### src/rtl/sum_entry_ctrl.sv
// Keypad entry controller for the two-operand adder: debounces keys, sequences
// digit loads, clear and compute. Optional SUM_AUTO_EQ_EN starts the sum on the last B digit.
module sum_entry_ctrl #(
  parameter int DEBOUNCE_CYCLES = 4,
  parameter int DIGITS          = 3
) (
  input  logic       clk,
  input  logic       rst,
  input  logic [3:0] sample,
  output logic       ld_en,
  output logic       ld_opnd,
  output logic [1:0] ld_pos,
  output logic [3:0] ld_digit,
  output logic       clr_en,
  output logic       sum_go,
  output logic [1:0] disp_sel,
  output logic       err,
  output logic [1:0] state_dbg
);

  localparam logic [7:0] DB    = 8'(DEBOUNCE_CYCLES);
  localparam logic [7:0] DB_M1 = 8'(DEBOUNCE_CYCLES - 1);
  localparam logic [2:0] DIG   = 3'(DIGITS);

  localparam logic [3:0] K_PLUS = 4'hA;
  localparam logic [3:0] K_EQ   = 4'hB;
  localparam logic [3:0] K_CLR  = 4'hC;
  localparam logic [3:0] K_BS   = 4'hD;
  localparam logic [3:0] K_NONE = 4'hF;

  typedef enum logic [1:0] {
    ENT_A = 2'd0,
    ENT_B = 2'd1,
    CALC  = 2'd2,
    SHOW  = 2'd3
  } state_t;

  // Debounce: hit pulses once per stable run of DEBOUNCE_CYCLES samples;
  // armed records that a release (0xF) was accepted since the last event.
  logic [3:0] s_q, s_prev, hit_code;
  logic [7:0] stab;
  logic       hit, armed;

  always_ff @(posedge clk or posedge rst) begin
    if (rst) begin
      s_q      <= K_NONE;
      s_prev   <= K_NONE;
      hit_code <= K_NONE;
      stab     <= 8'd0;
      hit      <= 1'b0;
      armed    <= 1'b0;
    end else begin
      s_q      <= sample;
      s_prev   <= s_q;
      hit_code <= s_q;
      if (s_q != s_prev) begin
        stab <= 8'd1;
        hit  <= (DB == 8'd1);
      end else begin
        if (stab != DB) stab <= stab + 8'd1;
        hit <= (stab == DB_M1);
      end
      if (hit) armed <= (hit_code == K_NONE);
    end
  end

  logic       key_ev;
  logic [3:0] key;
  logic       is_digit;

  assign key      = hit_code;
  assign key_ev   = hit && armed && (hit_code != K_NONE);
  assign is_digit = (key <= 4'd9);

  // Entry FSM: state, digit count and every output are registered together.
  state_t     state, state_n;
  logic [2:0] cnt, cnt_n;
  logic       ld_en_n, ld_opnd_n, clr_n, go_n, err_n;
  logic [1:0] ld_pos_n, disp_n;
  logic [3:0] ld_digit_n;

  always_ff @(posedge clk or posedge rst) begin
    if (rst) begin
      state    <= ENT_A;
      cnt      <= 3'd0;
      ld_en    <= 1'b0;
      ld_opnd  <= 1'b0;
      ld_pos   <= 2'd0;
      ld_digit <= 4'd0;
      clr_en   <= 1'b0;
      sum_go   <= 1'b0;
      disp_sel <= 2'd0;
      err      <= 1'b0;
    end else begin
      state    <= state_n;
      cnt      <= cnt_n;
      ld_en    <= ld_en_n;
      ld_opnd  <= ld_opnd_n;
      ld_pos   <= ld_pos_n;
      ld_digit <= ld_digit_n;
      clr_en   <= clr_n;
      sum_go   <= go_n;
      disp_sel <= disp_n;
      err      <= err_n;
    end
  end

  always_comb begin
    state_n    = state;
    cnt_n      = cnt;
    ld_en_n    = 1'b0;
    ld_opnd_n  = ld_opnd;
    ld_pos_n   = ld_pos;
    ld_digit_n = ld_digit;
    clr_n      = 1'b0;
    err_n      = 1'b0;
    case (state)
      ENT_A, ENT_B: begin
        if (key_ev) begin
          if (is_digit) begin
            if (cnt < DIG) begin
              ld_en_n    = 1'b1;
              ld_opnd_n  = (state == ENT_B);
              ld_pos_n   = cnt[1:0];
              ld_digit_n = key;
              cnt_n      = cnt + 3'd1;
            end else begin
              err_n = 1'b1;
            end
          end else begin
            case (key)
              K_PLUS: begin
                if (state == ENT_A && cnt == DIG) begin
                  state_n = ENT_B;
                  cnt_n   = 3'd0;
                end else begin
                  err_n = 1'b1;
                end
              end
              K_EQ: begin
                if (state == ENT_B && cnt == DIG) state_n = CALC;
                else err_n = 1'b1;
              end
              K_CLR: begin
                clr_n   = 1'b1;
                state_n = ENT_A;
                cnt_n   = 3'd0;
              end
              K_BS: begin
                if (cnt != 3'd0) begin
                  ld_en_n    = 1'b1;
                  ld_opnd_n  = (state == ENT_B);
                  ld_pos_n   = 2'(cnt - 3'd1);
                  ld_digit_n = 4'd0;
                  cnt_n      = cnt - 3'd1;
                end else begin
                  err_n = 1'b1;
                end
              end
              default: err_n = 1'b1;
            endcase
          end
        end
`ifdef SUM_AUTO_EQ_EN
        else if (state == ENT_B && cnt == DIG) begin
          state_n = CALC;
        end
`endif
      end
      CALC: state_n = SHOW;
      SHOW: begin
        if (key_ev) begin
          if (is_digit || key == K_CLR) begin
            clr_n   = 1'b1;
            state_n = ENT_A;
            cnt_n   = 3'd0;
          end else begin
            err_n = 1'b1;
          end
        end
      end
      default: state_n = ENT_A;
    endcase
    // CALC always lasts one cycle, so sum_go is a single-cycle strobe.
    go_n   = (state_n == CALC);
    disp_n = (state_n == ENT_A) ? 2'd0 : (state_n == ENT_B) ? 2'd1 : 2'd2;
  end

  assign state_dbg = state;

endmodule
### config.mk
export PLATFORM = sky130hd
export DESIGN_NAME = sum_entry_ctrl
export DESIGN_NICKNAME = d
export VERILOG_FILES = /design/src/rtl/sum_entry_ctrl.sv
export SDC_FILE = /design/constraint.sdc
export NUM_CORES = 1
export LEC_CHECK = 0
export CORE_MARGIN = 4
export CORE_UTILIZATION = 35
export DETAILED_ROUTE_END_ITERATION = 8
export MAX_ROUTING_LAYER = met4
export PLACE_DENSITY = 0.52
export SETUP_SLACK_MARGIN = 0.5
export SLEW_MARGIN = 20
export SYNTH_ARGS = -nofsm -noshare
export SYNTH_HDL_FRONTEND = slang
export SYNTH_SLANG_ARGS = --single-unit
### constraint.sdc
create_clock -name clk -period 3.81 [get_ports clk]
set_input_delay 0.762 -clock clk [delete_from_list [all_inputs] [get_ports clk]]
set_output_delay 0.762 -clock clk [all_outputs]
set_load 0.02 [all_outputs]
; ---- Word-level counts from Yosys, hierarchy flattened
; Index checks and enable logic that the tools add are counted.
[classes]
n_addsub = 3
order_cmp = 2
eq_ne = 23
mux = 56
n_reduce_logical = 15
[op_table]
columns = op, n
row1 = $mux 1, 24
row2 = $mux 2, 12
row3 = $mux 3, 7
row4 = $eq 4x4->1 const B, 5
row5 = $mux 4, 4
row6 = $mux 8, 2
row7 = $ne 4x4->1 const B, 3
row8 = $pmux 2 s3, 2
row9 = $pmux 3 s3, 1
row10 = $add 8x1->8 const B, 1
row11 = $eq 8x2->1 const B, 1
row12 = $ne 8x3->1 const B, 1
row13 = $reduce_and 8->1, 1
row14 = $reduce_bool 2->1, 4
row15 = $eq 2x2->1 const B, 3
row16 = $ne 2x2->1 const B, 3
row17 = $pmux 3 s2, 1
row18 = $ne 5x3->1 const B, 1
row19 = $reduce_and 5->1, 1
row20 = $eq 2x1->1 const B, 2
row21 = $le 4x4->1 const B, 1
row22 = $logic_and 1x1->1, 4
row23 = $logic_not 2->1, 2
row24 = $ne 4x4->1, 1
row25 = 11 further kinds, 12
[totals]
reg_bits = 36
input_bits = 6
output_inout_bits = 15
word_cells = 114

; ---- Depth between registers and ports, before layout
[depth]
word_depth = 10
ltp_mapped = 6

; ---- Worst setup path after synthesis
; No wires, ideal clock.
[synth_timing]
path_kind = reg2reg
startpoint = register cnt[0]
endpoint = register cnt[2]
t_arrival_ps = 1600
slack_ps = 2124
stages_incl_launch_ff = 7
path_buffers = 0
period_less_slack_ps = 1686
cell_sequence = dfrtp_1 -> inv_1 -> ha_1 -> and3b_1 -> o211a_1 -> or4_1 -> o211ai_1
[synth_between]
elab_chain_cells = 6
[synth_lines]
columns = item, line_no
row1 = from (decl), 77  ; logic [2:0] cnt, cnt_n;
row2 = from (signal assigned), 96  ; cnt <= cnt_n;
row3 = $sub 3x1->3, 155  ; cnt_n = cnt - 3'd1;
row4 = $mux 3, 150  ; if (cnt != 3'd0) begin
row5 = $pmux 3 s3, 131  ; case (key)
row6 = $mux 3, 120  ; if (is_digit) begin
row7 = $mux 3, 119  ; if (key_ev) begin
row8 = $pmux 3 s2, 117  ; case (state)
; Several ways; a longest one is shown, not always the timed one. The select of a mux whose other input is x is not followed.
; A chain may end at the register's enable or synchronous reset.

; ---- Final worst setup path
[layout_timing]
startpoint = register state[0], in the netlist state_dbg[0]
endpoint = output state_dbg[0]
[layout_rtl]
columns = item, line_no
row1 = from (decl), 76  ; state_t state, state_n;
row2 = from (signal assigned), 95  ; state <= state_n;
row3 = to (decl), 18  ; output logic [1:0] state_dbg
; No word-level cell between the ends.

==> results.md <==
CTS:
- The setup fix buffers added after clock tree synthesis is 0.
- The number of H-tree levels is 2.
- The tree built by TritonCTS fans out to 36 sinks.
- The clock insertion delay at the later pin of the skew report is 280 ps.
- After clock tree synthesis, the clock-pin slew on the worst setup and hold paths is 70 ps.
- Counting along the longest clock path gives a buffer depth of 2.
- Once the clock tree was built, the resizer swapped 0 gates to a different size.
- The root buffer cell is sky130_fd_sc_hd__clkbuf_8.
- TritonCTS built the clock tree.
- In this run, CTS created clock tree buffers numbering 5.
- For this design, the CTS-stage hold fixing added 0 buffers.

Routing:
- The number of iterations in the first detailed-routing pass is 4.
- The routed wire length per instance is 14.09 microns.
- The remaining antenna violation count after routing is 0.
- The detailed-route via count is 1342.
- The via density per instance is 5.083.
- After the first detailed-routing iteration, the DRC count stood at 103.
- The total DRC errors in the routed layout is 0.
- The post-detailed-routing wire length is 3721 microns.

Power:
- In this run the static leakage power is 0.9234 nW.
- Power spread over the standard cell area amounts to 358.6 nW/um^2.
- The worst supply voltage drop on vdd is 0.2479 mV.
- Summing internal, switching and leakage power gives 795.9 uW.

STA:
- Static timing analysis puts the maximum clock frequency at 436.7 MHz.
- The final hold violation count is 0.
- The worst path in the final design needs a cycle of 2290 ps, including I/O delays and setup.
- The worst-case headroom to the max-slew limit is 53.53%.
- The final setup TNS is 0 ps.
- Setup repair after global routing left no endpoint under its margin.
- The hold slack is 369.7 ps.
- The worst setup margin is 1520 ps.
- The final count of pins violating max slew was 0.
- Of the available clock period, the critical path in the final layout requires 60.10%.
- The number of setup violations in the final report is 0.
- At the pin with the least slew margin, the transition time is 688.3 ps.
- The largest clock skew in the final design is 5.986 ps.

Critical path:
- The cell family contributing the most delay on the critical path is buffers and inverters.
- The data arrival time of the critical path is 1530 ps.
- The largest individual stage delay along the critical path comes from the cell sky130_fd_sc_hd__clkdlybuf4s50_1.
- In this run the critical register-to-register path is captured at ld_digit[2].
- The launch instance of the worst register-to-register path is hit_code[2].
- The category of the worst setup path capture point is an output pin.
- For the worst setup path, the data required time is 3050 ps.
- In this run the worst setup path begins at state_dbg[0].
- The setup check on the worst reg-to-reg path leaves a slack of 1810 ps.
- Together, buffers and inverters on the worst path number 1.
- The critical path class is reg2out.
- Of all nets on the critical path, the largest fanout is 10.
- The signal on the critical path passes through clkdlybuf4s50_1.
- The peak per-stage delay on the critical path is 700 ps.
- The element type at the critical path start is a flip-flop.
- For the worst flop-to-flop path, the logic depth is 4.

Logic synthesis:
- The portion of the post-synthesis area used by sequential elements is 49.22%.
- The gate count after technology mapping is 170.
- In the post-synthesis netlist, the cell with the most instances is sky130_fd_sc_hd__dfrtp_1.
- Counting flops with an async set or reset pin after synthesis yields a share of 100.0%.
- The post-synthesis cell area is 1851 sq um.
- The commonest cells after synthesis are sky130_fd_sc_hd__dfrtp_1 (28), sky130_fd_sc_hd__inv_1 (10), sky130_fd_sc_hd__dfstp_2 (8), sky130_fd_sc_hd__nor2_1 (8).
- Counting every net in the synthesized netlist gives 182.
- The average instance area after synthesis is 10.89 sq um.
- The most used flip-flop cell after synthesis is sky130_fd_sc_hd__dfrtp_1.
- Yosys printed 0 warnings.
- Ranked by total cell area, the synthesized netlist is headed by sky130_fd_sc_hd__dfrtp_1 (38%), sky130_fd_sc_hd__dfstp_2 (11%), sky130_fd_sc_hd__ha_1 (4.1%).
- The biggest area contributor in the post-synthesis netlist is sky130_fd_sc_hd__dfrtp_1.
- The netlist uses 51 different library cells.
- After synthesis the netlist holds a flip-flop and latch count of 36.
- The synthesized design devotes to its leading area cell type 37.86% of total area.
- Yosys mapped a number of flops with a built-in enable equal to 0.

Status:
- The run finished with clean final reports.

Die:
- The initial utilization of the core area, before any placement, comes to 36.23%.
- Pin placement for this block handled 21 I/O pins.
- Row generation in the floorplan step produced 26 rows.
- The floorplan step defined a die boundary enclosing 6515 sq um.
- In this run the horizontal extent of the chip is 80.72 microns.
- The placeable core area is 5107 sq um.
- The height of the chip is 80.72 microns.

GRT:
- The overall overflow remaining after global route is 0.
- The number of global-route vias before repair is 1396.
- The global-route wire length before repair is 6348 microns.
- Global routing used 13.06% of the available tracks.
- The initial antenna violation count is 0.
- The pin count of the biggest net entering global routing is 30.

Place:
- The final HPWL from detailed placement is 2663 microns.
- Input and output buffers added on the ports amount to 20.
- The final weighted congestion in routability-driven placement is 0.7681.
- The pre-CTS worst setup slack is 1538 ps.

Flow run:
- The count of maximum capacitance violations is 0.

Layout:
- The layout overhead on the synthesized area is 19.95%.
- The antenna diode instance count is 0.
- After the last flow step, the layout net total stands at 205.
- The post-route core utilization is 43.46%.
- The layout cell share with drive strength beyond 1 is 13.92%.

Worst hold path:
- The end point of the most critical hold path is hit_code[0].
- The start point of the worst hold path is s_q[0].
- Counting instances, the worst hold path has a depth of 0.
- The min-delay analysis places its worst path in the category reg2reg.
-- per-stage QoR --
| stage | instances | area [sq um] |
|---|---|---|
| floorplan | 170 | 1851 |
| global placement | 256 | 2120 |
| detailed placement | 256 | 2120 |
| CTS | 264 | 2220 |
| global route | 264 | 2220 |
| finish | 264 | 2220 |
-- cells by family after synthesis --
logic type               after synthesis  synth area share, %
multiplexers                          10                6.829
flip-flops                            36                49.22
AND/OR/NAND/NOR                       55                18.05
XOR/XNOR                              10                4.733
buffers and inverters                 16                3.651
adder cells (fa/ha/maj)                6                4.057
AO/OA/AOI/OAI                         37                13.46
-- registers in the layout, indices dropped and copies added (netlist names) --
name	cells
hit	1
clr_en	1
ld_pos	2
ld_opnd	1
ld_digit	4
state_dbg	2
err	1
hit_code	4
s_q	4
armed	1
cnt	3
stab	8
sum_go	1
disp_sel	2
ld_en	1
-- layout by cell type, fill, tap and decap left out, types with 4 or more instances in the layout --
cell	n
sky130_fd_sc_hd__nand2b_1	7
sky130_fd_sc_hd__a21oi_1	5
sky130_fd_sc_hd__dfrtp_1	28
sky130_fd_sc_hd__xor2_1	4
sky130_fd_sc_hd__inv_1	9
sky130_fd_sc_hd__nand4_1	4
sky130_fd_sc_hd__nand2_1	6
sky130_fd_sc_hd__ha_1	6
sky130_fd_sc_hd__clkbuf_8	7
sky130_fd_sc_hd__clkdlybuf4s50_1	20
sky130_fd_sc_hd__nor2_1	8
sky130_fd_sc_hd__nor2b_1	5
sky130_fd_sc_hd__o21ai_0	7
sky130_fd_sc_hd__mux2_4	5
sky130_fd_sc_hd__o21ai_1	7
sky130_fd_sc_hd__dfstp_2	8
sky130_fd_sc_hd__mux2i_1	4
sky130_fd_sc_hd__nand3_1	5
sky130_fd_sc_hd__xnor2_1	6
-- how the worst max path moves through the flow --
stage | endpoint | cells after the start | slack [ps]
after floorplan | cnt[2] | 6 | 2120
after global placement | hit_code[0] | 3 | 1610
after detailed placement | s_q[1] | 3 | 1540
after CTS | state_dbg[0] | 1 | 1500
after global routing | state_dbg[0] | 1 | 1460
final | state_dbg[0] | 1 | 1520
-- per-layer routing --
metal | track usage [%] | vias to the layer above | wire (microns)
li1 | - | 653 | -
met1 | 16.10 | 659 | 1792
met2 | 20.36 | 24 | 1740
met3 | 3.363 | 6 | 133
met4 | 5.405 | 0 | 55
met5 | - | - | 0
-- power by group --
| part | leakage, nW | internal, mW | switching [mW] | total (mW) |
|---|---|---|---|---|
| combinational | 0.402 | 0.0379 | 0.0440 | 0.0819 |
| sequential | 0.470 | 0.397 | 0.0210 | 0.418 |
| clock | 0.0515 | 0.165 | 0.131 | 0.296 |
| total | 0.923 | 0.600 | 0.196 | 0.796 |
-- final cells by class --
class / instances / area [sq um]
Fill cell: 492 / 2888
Multi-Input combinational cell: 118 / 872.1
Sequential cell: 36 / 910.9
Inverter: 11 / 41.29
Clock buffer: 8 / 100.1
Timing Repair Buffer: 21 / 207.7
Tap cell: 70 / 87.58
Note: power is estimated with default switching activity, not from simulation.
==> RTL change 1, RTL diff (config.mk and constraints unchanged) <==
Register the input `sample` before use, without a reset. The logic sees it one clock later.
--- a/src/rtl/sum_entry_ctrl.sv
+++ b/src/rtl/sum_entry_ctrl.sv
@@ -35,6 +35,12 @@
     SHOW  = 2'd3
   } state_t;
 
+  logic [3:0] sample_q;
+
+  always_ff @(posedge clk) begin
+    sample_q <= sample;
+  end
+
   // Debounce: hit pulses once per stable run of DEBOUNCE_CYCLES samples;
   // armed records that a release (0xF) was accepted since the last event.
   logic [3:0] s_q, s_prev, hit_code;
@@ -50,7 +56,7 @@
       hit      <= 1'b0;
       armed    <= 1'b0;
     end else begin
-      s_q      <= sample;
+      s_q      <= sample_q;
       s_prev   <= s_q;
       hit_code <= s_q;
       if (s_q != s_prev) begin
Function: changed (Yosys sat finds a counterexample within 10 cycles, from zero or initial values and one cycle with rst high).
==> RTL change 1 against the original RTL <==
Fmax up 0.96%. Worst hold slack worse by 0.071 ns. Routed wire length shrank 10%. Setup slack better by 0.022 ns. Synthesized area up 0.81%. Design area decreased by 1.0%. Die area grew 0.72%. Sequential cell count grew 4. Critical path type unchanged.
Power is not compared: it rests on default switching activity, and its combinational part moved more than twofold at a synthesized area within 25%.
==> RTL change 1: results (changes against the original RTL) <==
| Metric | Value |
|---|---|
| Placed Cells | `260 (+1.6%)` |
| Port Buffers | `20 (unchanged)` |
| Diodes inserted | `0 (unchanged)` |
| Commonest cells post-synth | `dfrtp_1, nand2_1, o21ai_0` |
| Placed cell area | `2090 sq um (-1.3%)` |
| Routed WL | `3.35 mm (-10%)` |
| Worst R2R Setup Slack | `1.66 ns (-0.15 ns)` |
| Max reg flops | `8 (unchanged)` |
| GP Congestion | `0.867 (+13%)` |
| Via count | `1,324 (-1.3%)` |
| Grt ovf | `0 (unchanged)` |
| CTS Buf Count | `5 (unchanged)` |
| Initial antenna violation count | `0 (unchanged)` |
| Proportion of layout cells with a drive suffix above 1 | `11.6% (-2.3 points)` |
| All-Layer GR Usage | `11.9% (-1.1 points)` |
| Filler Cell Count | `532 (+8.1%)` |
| Lkg Pwr | `0.897 nW` |
| Skew final | `0.00940 ns (+0.00342 ns)` |
| Largest reg by FF count | `stab` |
| Drt first-iter violations | `92 (-11%)` |
| Post-synthesis cell count | `178 (+4.7%)` |
| Clock latency on the worst-skew pair | `0.28 ns (about the same)` |
| Number of distinct library cells after synthesis | `44 (-14%)` |
| Root Buffer | `clkbuf_8` |
| Hold WC Path Type | `reg -> reg` |
| Post-cts sizing count | `0 (unchanged)` |
| Compound-Gate Fraction of Synth Area | `12.3% (-1.1 points)` |
| First-pass GRT wire length | `5.87 mm (-7.5%)` |
| Worst VDD drop | `0.214 mV` |
| Clock buffer depth | `2 (unchanged)` |
| Top post-synthesis cells by area | `dfrtp_1, dfstp_2, dfxtp_1, ha_1, o21ai_0` |
| Synthesized Nets | `190 (+4.4%)` |
| Drt wl/cell | `12.5 um (-11%)` |
| Post-synth ARST share | `90.0% (-10 points)` |
| Data arrival, critical path | `1.51 ns (-0.02 ns)` |
| Post-Synth Adder-Cell Area | `4.02% (-0.033 points)` |
| Least-Margin Pin Slew | `0.573 ns (-0.115 ns)` |
| Top cell family by delay on the critical path | `buffers and inverters` |
| HPWL Detailed | `2.49 mm (-6.5%)` |
| Register area share after synthesis | `53.1% (+3.9 points)` |
| Synth warn | `0 (unchanged)` |
| Nets | `209 (+2.0%)` |
| H-tree depth | `2 (unchanged)` |
| DR pass1 iterations | `4 (unchanged)` |
| Sw frac | `21.7%` |
| Critical Path Fanout Max | `12 (+2)` |
| Post-synthesis mux area share | `2.75% (-4.1 points)` |
| Worst-path clk slew | `0.07 ns (about the same)` |
| XOR/XNOR Fraction of Synth Area | `4.23% (-0.51 points)` |
| Slowest cell delay on critical path | `0.68 ns (-0.02 ns)` |
| Crit path max-delay cell type | `clkdlybuf4s50_1` |
| Outcome | `complete, no violations` |
## RTL change 1: changes by cell type in the layout (fill, tap and decap cells not counted), moves of 3 or more
cell / unedited run / this run
nand2_1: 6 / 15
o21ai_0: 7 / 13
o21ai_1: 7 / 1
mux2_4: 5 / 0
dfxtp_1: 0 / 4
or3_1: 2 / 6
a21oi_1: 5 / 8
nand3_1: 5 / 8
o21a_1: 1 / 4
## RTL change 1: worst paths after layout
path	startpoint	end	cells past startpoint
setup / recovery	state_dbg[1]	state_dbg[1]	1
hold / removal	sample_q[0]	s_q[0]	0
setup reg to reg	cnt[0]	cnt[2]	7
hold reg to reg	sample_q[0]	s_q[0]	0
max in group asynchronous	rst	hit_code[0]	3
min in group asynchronous	rst	ld_digit[0]	2
## RTL change 1: cell families after synthesis
kind of cell | after synthesis
buf+inv | 20
compound gates | 37
fa+ha+maj | 6
simple gates | 61
mux | 5
flops | 40
xor+xnor | 9
## RTL change 1: cell type report
cell class / instances / area (sq um) / share of cell area (%)
Clock inverter: 2 / 11.3 / 0.513
Inverter: 11 / 41.3 / 1.88
Timing Repair Buffer: 21 / 208 / 9.45
Clock buffer: 6 / 93.8 / 4.27
Multi-Input combinational cell: 118 / 764 / 34.8
Tap cell: 70 / 87.6 / 3.99
Sequential cell: 40 / 991 / 45.1
## RTL change 1: power by group through the flow
stage	clock [mW]	sequential (mW)	combinational, mW
floorplan	0	0.448	0.0342
global placement	0	0.455	0.0369
detailed placement	0	0.456	0.0379
CTS	0.321	0.448	0.0382
global route	0.344	0.449	0.0433
finish	0.309	0.448	0.0371
## RTL change 1: stage by stage
stage                     hold WS, ns  power (mW)  utilization, %  setup WS [ns]
after floorplan                 0.284       0.482               -           1.82
after CTS                       0.301       0.807            42.7           1.51
after global routing            0.309       0.837            42.7           1.46
final                           0.298       0.794            42.7           1.54
after detailed placement        0.290       0.494            40.7           1.60
after global placement          0.285       0.492            40.7           1.62
## RTL change 1: metal layers
metal,up-vias,share of wire [%],global-route usage (%),wire length [um]
met5,-,0,-,0
met4,0,1.0,4.39,35
met3,4,4.8,3.44,162
met2,28,45,18.2,1520
met1,633,49,15.0,1630
li1,659,-,-,-
==> RTL change 2, RTL diff (same settings) <==
Made on the original files. Build with the macro `SUM_AUTO_EQ_EN` defined.
--- a/src/rtl/sum_entry_ctrl.sv
+++ b/src/rtl/sum_entry_ctrl.sv
@@ -1,5 +1,7 @@
 // Keypad entry controller for the two-operand adder: debounces keys, sequences
 // digit loads, clear and compute. Optional SUM_AUTO_EQ_EN starts the sum on the last B digit.
+`define SUM_AUTO_EQ_EN
+
 module sum_entry_ctrl #(
   parameter int DEBOUNCE_CYCLES = 4,
   parameter int DIGITS          = 3
Formal check against the unedited RTL: same outputs for any inputs over 10 cycles, from zero or initial values and one cycle with rst high; that may be too few to reach the edited logic, so the function may still have changed.
==> RTL change 2 against the original RTL <==
Non-clock buffer count unchanged. Routed wire length shrank 4.4%. Setup slack got worse by 0.047 ns. Total power shrank 11%. Global-route usage is 0.50 points lower. Combinational power shrank 47%. Critical path depth did not move. Synthesized area rose by 0.34%. Sequential cell count did not move. Design area fell by 1.1%. Highest routed layer unchanged.
==> RTL change 2: results (changes against the original RTL) <==
| Metric | Value |
|---|---|
| Outcome | `complete, no violations` |
| Nets | `204 (-0.49%)` |
| Post-synth ARST share | `100% (unchanged)` |
| Hold WC Path Type | `reg -> reg` |
| Via count | `1,338 (-0.30%)` |
| Lkg Pwr | `0.923 nW (about the same)` |
| Port Buffers | `20 (unchanged)` |
| Commonest cells post-synth | `dfrtp_1, nand2_1, inv_1` |
| Diodes inserted | `0 (unchanged)` |
| Slowest cell delay on critical path | `0.69 ns` |
| Top cell family by delay on the critical path | `buffers and inverters` |
| Hold endpoint | `hit_code[2]` |
| Max reg flops | `8 (unchanged)` |
| H-tree depth | `2 (unchanged)` |
| Data arrival, critical path | `1.57 ns (+0.04 ns)` |
| Top Layer Used | `met4` |
| Reg-to-reg endpoint | `ld_pos[1]` |
| Synth warn | `0 (unchanged)` |
| Drt wl/cell | `13.5 um (-4.0%)` |
| Root Buffer | `clkbuf_8` |
| Drt first-iter violations | `65 (-37%)` |
| R2r worst-path depth | `4 (unchanged)` |
| M1 WL | `1.57 mm (-13%)` |
| Routed wire length on met3 | `143 um (+7.5%)` |
| CTS Buf Count | `5 (unchanged)` |
| Clock latency on the worst-skew pair | `0.29 ns` |
| WL met2 | `1.78 mm (+2.1%)` |
| HP Start | `s_q[2]` |
| HPWL Detailed | `2.69 mm (+1.1%)` |
| Largest reg by FF count | `stab` |
| Register area share after synthesis | `49.1% (-0.17 points)` |
| All-Layer GR Usage | `12.6% (-0.50 points)` |
| Proportion of layout cells with a drive suffix above 1 | `16.6% (+2.7 points)` |
| Clock buffer depth | `2 (unchanged)` |
| Number of distinct library cells after synthesis | `53 (+3.9%)` |
| Critical Path Fanout Max | `12 (+2)` |
| Worst R2R Setup Slack | `1.67 ns (-0.14 ns)` |
| Crit path max-delay cell type | `clkdlybuf4s50_1` |
| DR pass1 iterations | `4 (unchanged)` |
| Critical path origin | `state_dbg[0]` |
| Post-cts sizing count | `0 (unchanged)` |
| Least-Margin Pin Slew | `0.785 ns (+0.0962 ns)` |
| Skew final | `0.0134 ns (+0.00737 ns)` |
| Top post-synthesis cells by area | `dfrtp_1, dfstp_2, ha_1, mux2_2, xnor2_1` |
| Filler Cell Count | `530 (+7.7%)` |
| First-pass GRT wire length | `6.15 mm (-3.2%)` |
| Synth Flop Type | `dfrtp_1` |
| Reg2Reg Launch Point | `hit_code[1]` |
| Synthesized Nets | `183 (+0.55%)` |
| Initial antenna violation count | `0 (unchanged)` |
| Sw Pwr | `0.168 mW (-14%)` |
| GP Congestion | `0.756 (-1.6%)` |
| Hold Path Depth | `0 (unchanged)` |
| Setup bufs post-CTS | `0 (unchanged)` |
| Worst VDD drop | `0.162 mV (-35%)` |
[RTL change 2: routing by layer]
layer  GRT usage [%]  vias up
li1                -      647
met1            14.8      656
met2            20.5       27
met3            3.33        8
met4            4.73        0
met5               -        -
[RTL change 2: kinds of logic after synthesis]
kind of cell,count (synthesis),synth area share [%]
mux,11,6.33
flops,36,49.1
simple gates,56,17.3
xor+xnor,11,5.19
compound gates,32,13.3
fa+ha+maj,6,4.04
buf+inv,19,4.72
[RTL change 2: cell type report]
class | count | area, sq um | share of cell area, %
sequential | 36 | 911 | 41.5
multi-input combinational | 116 | 858 | 39.1
timing repair buffer | 21 | 208 | 9.46
tap | 70 | 87.6 | 3.99
clock buffer | 6 | 72.6 | 3.31
inverter | 12 | 45.0 | 2.05
clock inverter | 2 | 12.5 | 0.570
[RTL change 2: power by group through the flow]
stage	clock network, mW	logic [mW]	registers (mW)
2_1_floorplan	0	0.0384	0.403
3_3_place_gp	0	0.0431	0.409
3_5_place_dp	0	0.0444	0.410
4_1_cts	0.271	0.0445	0.403
5_1_grt	0.289	0.0498	0.404
6_report	0.261	0.0433	0.403
[RTL change 2: worst max-delay path by stage]
stage                               to  slack (ns)
final                     state_dbg[0]        1.47
after global routing      state_dbg[1]        1.37
after CTS                 state_dbg[1]        1.45
after detailed placement   hit_code[3]        1.56
after global placement          s_q[1]        1.59
after floorplan                 cnt[2]        2.03
[RTL change 2: metrics by stage]
stage               hold WS (ns)  total power [mW]  worst slack, ns  std cells  instance area (sq um)
finish                     0.372             0.707             1.47        263                   2190
global route               0.382             0.743             1.37        263                   2190
CTS                        0.376             0.718             1.45        263                   2190
detailed placement         0.365             0.455             1.56        255                   2110
global placement           0.366             0.452             1.59        255                   2110
floorplan                  0.361             0.441             2.03        171                   1860
